<file path="src/rtl/serial_adder_pkg.sv">
// serial_adder_pkg: shared FSM state type and default width for serial_adder_ctrl
package serial_adder_pkg;
   typedef enum logic [1:0] {IDLE, RUN, DONE} state_t;
   localparam int DEFAULT_WIDTH = 8;
endpackage

</file>
<file path="src/rtl/serial_adder_ctrl_fa_cell.sv">
// fa_cell: one-bit full adder built from two half adders and an or gate
module halfadder (
   input  logic a,
   input  logic b,
   output logic sum,
   output logic cout
);
   assign sum  = a ^ b;
   assign cout = a & b;
endmodule

module fa_cell (
   input  logic a,
   input  logic b,
   input  logic cin,
   output logic sum,
   output logic cout
);
   logic s0, c0, c1;
   halfadder u_h0 (.a(a),  .b(b),   .sum(s0),  .cout(c0));
   halfadder u_h1 (.a(s0), .b(cin), .sum(sum), .cout(c1));
   or u_or (cout, c0, c1);
endmodule

</file>
<file path="src/rtl/serial_adder_ctrl.sv">
// serial_adder_ctrl: bit-serial adder, LSB first, one bit per clock, WIDTH+1 cycle latency
// SERIAL_ADDER_SUB_EN adds a sub input selecting a - b (inverted b, initial carry 1)
module serial_adder_ctrl
   import serial_adder_pkg::*;
#(
   parameter int WIDTH = DEFAULT_WIDTH
) (
   input  logic             clk,
   input  logic             rst,
   input  logic             start,
`ifdef SERIAL_ADDER_SUB_EN
   input  logic             sub,
`endif
   input  logic [WIDTH-1:0] a,
   input  logic [WIDTH-1:0] b,
   output logic             busy,
   output logic             done,
   output logic [WIDTH-1:0] sum,
   output logic             cout
);
   localparam int CW = (WIDTH > 1) ? $clog2(WIDTH) : 1;
   localparam logic [CW-1:0] LAST = CW'(WIDTH - 1);
   state_t state;
   logic [WIDTH-1:0] ra, rb;
   logic [CW-1:0] cnt;
   logic carry, b_bit, s, c, cin0;
`ifdef SERIAL_ADDER_SUB_EN
   logic sub_r;
   assign b_bit = rb[0] ^ sub_r;
   assign cin0  = sub;
`else
   assign b_bit = rb[0];
   assign cin0  = 1'b0;
`endif
   fa_cell u_fa (.a(ra[0]), .b(b_bit), .cin(carry), .sum(s), .cout(c));
   always_ff @(posedge clk or posedge rst)
      if (rst) begin
         state <= IDLE;
         busy  <= 1'b0;
         done  <= 1'b0;
         sum   <= '0;
         cout  <= 1'b0;
         cnt   <= '0;
         carry <= 1'b0;
         ra    <= '0;
         rb    <= '0;
`ifdef SERIAL_ADDER_SUB_EN
         sub_r <= 1'b0;
`endif
      end else
         case (state)
            IDLE: if (start) begin
               ra    <= a;
               rb    <= b;
               sum   <= '0;
               cnt   <= '0;
               carry <= cin0;
               busy  <= 1'b1;
               state <= RUN;
`ifdef SERIAL_ADDER_SUB_EN
               sub_r <= sub;
`endif
            end
            RUN: begin
               ra    <= ra >> 1;
               rb    <= rb >> 1;
               sum   <= {s, sum[WIDTH-1:1]};
               carry <= c;
               cnt   <= cnt + CW'(1);
               if (cnt == LAST) begin
                  cout  <= c;
                  busy  <= 1'b0;
                  done  <= 1'b1;
                  state <= DONE;
               end
            end
            DONE: begin
               done  <= 1'b0;
               state <= IDLE;
            end
            default: state <= IDLE;
         endcase
endmodule

</file>
<file path="config.mk">
export PLATFORM = sky130hd
export DESIGN_NAME = serial_adder_ctrl
export DESIGN_NICKNAME = d
export VERILOG_FILES = /design/src/rtl/serial_adder_pkg.sv /design/src/rtl/serial_adder_ctrl_fa_cell.sv /design/src/rtl/serial_adder_ctrl.sv
export SDC_FILE = /design/constraint.sdc
export NUM_CORES = 1
export LEC_CHECK = 0
export ABC_CLOCK_PERIOD_IN_PS = 1590
export CAP_MARGIN = 20
export CORE_UTILIZATION = 50
export CTS_CLUSTER_DIAMETER = 60
export DETAILED_ROUTE_END_ITERATION = 16
export PLACE_DENSITY_LB_ADDON = 0.2
export SLEW_MARGIN = 20
export SYNTH_ARGS = -nofsm -noshare
export SYNTH_HDL_FRONTEND = slang
export SYNTH_HIERARCHICAL = 1
export SYNTH_SLANG_ARGS = --single-unit
</file>
<file path="constraint.sdc">
create_clock -name clk -period 1.59 [get_ports clk]
set_input_delay 0.318 -clock clk [delete_from_list [all_inputs] [get_ports clk]]
set_output_delay 0.318 -clock clk [all_outputs]
set_load 0.02 [all_outputs]
</file>
==> results.toml, run 1 <==
[outcome]
status = "complete, no violations"

[synth]
synthXorXnorAreaFrac_pct = 0
synth-edff-count = 0
synth_compound_area_share_pct = 23.2
syn-num-nets = 150
muxShareOfSynthArea_pct = 1.04
synth_top_family_by_area = "compound AO/OA/AOI/OAI gates"
syn-instance-count = 127
synth_area_leaders = "dfrtp_1 (57%), a22o_1 (6.7%), a21oi_1 (4.5%), o22ai_1 (4.4%), ha_1 (3.5%)"
ys.flop_type = "dfrtp_1"
ys_async_sr_fraction_pct = 100
synthAdderAreaFrac_pct = 3.48
yosysMostFrequentCell = "dfrtp_1"
ys_seq_area_share_pct = 57.4
yosysWarnings = 6
synth-simple-area-share_pct = 8.70
synth.top_cell.area_share_pct = 57.4
avgSynthCellArea_um2 = 11.3
ys_ff_latch = 33
netlist_area_um2 = 1440
yosys.area.top_type = "dfrtp_1"
synth_cell_types = 29
ys_top_cells_by_count = "dfrtp_1 (33), a21oi_1 (13), a22o_1 (11), nor2_1 (11), o22ai_1 (10)"

[timing]
tns_ns = 0
report.final.slew_viol_count = 0
skew_ns = 0.0106
hold_violations = 0
worstMarginPinSlew_ns = 0.612
rsz0062_at_grt = "false"
setup_ws_ns = 0.0862
max_clock_freq_mhz = 665
relSlewSlack_pct = 59.2
period_minus_slack_ns = 1.50
finalCritPeriodShare_pct = 94.6
setup_viol = 0

[power_and_ir_drop]
leakage_nw = 0.831
fin_total_pwr_mw = 3.39
ir_drop_mv = 1.29
cellPowerDensity_nw_per_um2 = 1890

[worst_setup_path]
path_cells = "ha_1 -> ha_1 -> or2_1 -> mux2_4"
slowest_stage = "dfrtp_1"
r2r-start = "ra[0]"
critPathCaptureType = "flop"
reg2reg_depth = 4
crit_path_max_fanout = 2
reg2reg_slack_ns = 0.09
critical_path_class = "reg2reg"
crit_top_cell = "ha_1"
critPathRequiredTime_ns = 1.82
start_kind = "flop"
rr_endpoint = "cout"
cp.arrival_ns = 1.73
max_stage_delay_ns = 0.40

[route]
drt_wl_total_um = 2870
vias_per_cell = 5.78
vias = 1116
post_drt_wl_per_cell_um = 14.9
firstDrtPassIters = 4
antenna_left = 0
drc_errors = 0
drt_iter0_markers = 44

[final_layout]
antenna_cells = 0
fin_nets = 184
layout-drive-gt1-share_pct = 12.3
nFillCells = 229
syn_to_final_growth_pct = 24.8

[placed_design]
dpl.hpwl_um = 1970
io_buffer_count = 29
dp_slack_ns = -0.0759
routabilityCongestion = 0.769

[clocking]
cts_tree = "yes"
cts_resized = 11
post_cts_buffers = 0
cts_buffers = 5
cts-root-buf = "clkbuf_4"
htree_levels = 2
cts.sinks = 33
clkTransAtPathRegs_ns = 0.11
clock_path_buffers = 2
cts-hold-fix-buffers = 0
clk-insertion-delay-late_ns = 0.34

[flow_run]
cap_violations = 0

[global_route]
grt_usage_pct = 21.8
antenna_found_initial = 0
grt_pass1_vias = 1098
grt_overflow = 0
grt_max_degree = 34
grt_pass1_wl_um = 5180

[floorplan]
num_io_pins = 30
fp.dieH_um = 55.6
start_util_pct = 52.6
die_area_um2 = 3090
die_w_um = 55.6
rows = 19
core_area_um2 = 2730

[worst_hold_path]
hold_path.class = "in2async"
==> per-stage QoR <==
stage	utilization, %	cells	area, µm²	hold slack (ns)
floorplan	-	127	1440	0.446
global placement	64.1	185	1750	0.460
detailed placement	64.1	185	1750	0.483
CTS	65.6	193	1790	0.348
global route	65.6	193	1790	0.412
finish	65.6	193	1790	0.352
==> worst max-delay path by stage <==
stage	from	endpoint	slack [ns]	depth (start not counted)
2_1_floorplan	ra[0]	cout	0.16	4
3_3_place_gp	start	ra[4]	-0.03	3
3_5_place_dp	start	ra[4]	-0.08	3
4_1_cts	ra[0]	cout	0.08	4
5_1_grt	ra[0]	cout	0.04	4
6_report	ra[0]	cout	0.09	4
==> area by class of cell <==
cell class | instances | area [µm²] | share of cell area, %
clock buffers | 5 | 37.5 | 2.09
clock inverters | 3 | 17.5 | 0.976
inverters | 8 | 30.0 | 1.67
multi-input cells | 78 | 523 | 29.1
flip-flops and latches | 33 | 826 | 46.0
well taps | 31 | 38.8 | 2.16
repair buffers | 35 | 322 | 17.9
==> registers in the layout, summed over array words and instances, names as in the netlist <==
name,cells
cout,1
state,2
ra,8
sum,8
rb,8
carry,1
done,1
cnt,3
busy,1
==> where the power goes <==
| group | switching, mW | total [mW] | internal [mW] |
|---|---|---|---|
| sequential | 0.223 | 1.44 | 1.22 |
| combinational | 0.776 | 1.48 | 0.702 |
| clock | 0.298 | 0.465 | 0.166 |
| total | 1.30 | 3.39 | 2.09 |
==> worst max-delay path, delay by kind of cell, from the launching register on <==
kind          cells  cell delay [ns]
mux               1             0.27
flops             1             0.40
fa+ha+maj         2             0.48
simple gates      1             0.24
==> routing by layer <==
layer | global-route usage (%) | vias up | wire [µm]
met1 | 29.7 | 543 | 1300
met5 | 0 | - | 0
li1 | - | 526 | -
met3 | 6.51 | 7 | 191
met2 | 33.0 | 40 | 1330
met4 | 8.57 | 0 | 51
==> cell families after synthesis <==
kind of cell	Yosys count
AND/OR/NAND/NOR	25
adder cells (fa/ha/maj)	4
multiplexers	1
AO/OA/AOI/OAI	48
buffers and inverters	16
flip-flops	33
==> layout by cell type (no fill, tap or decap), types with 2 or more instances in the layout <==
cell,Yosys,layout
o21ai_0,6,6
nand2b_1,2,2
clkbuf_4,0,5
dfrtp_1,33,33
nor3b_1,2,2
a21oi_1,13,13
clkdlybuf4s50_1,0,18
ha_1,4,4
o22ai_1,10,10
nor2_1,11,11
o22a_1,2,2
dlygate4sd2_1,0,11
clkinv_2,0,2
inv_1,7,7
buf_4,3,6
nand2_1,5,5
a22o_1,11,11
(Power assumes the default switching activity.)
==> inputs of run 2 (changes only) <==
--- a/config.mk
+++ b/config.mk
@@ -11,6 +11,7 @@
 export CTS_CLUSTER_DIAMETER = 60
 export DETAILED_ROUTE_END_ITERATION = 16
 export PLACE_DENSITY_LB_ADDON = 0.2
+export SKIP_LAST_GASP = 1
 export SLEW_MARGIN = 20
 export SYNTH_ARGS = -nofsm -noshare
 export SYNTH_HDL_FRONTEND = slang
==> results of run 2 <==
Same layout as run 1: the final DEF is identical, and so are final timing and power.
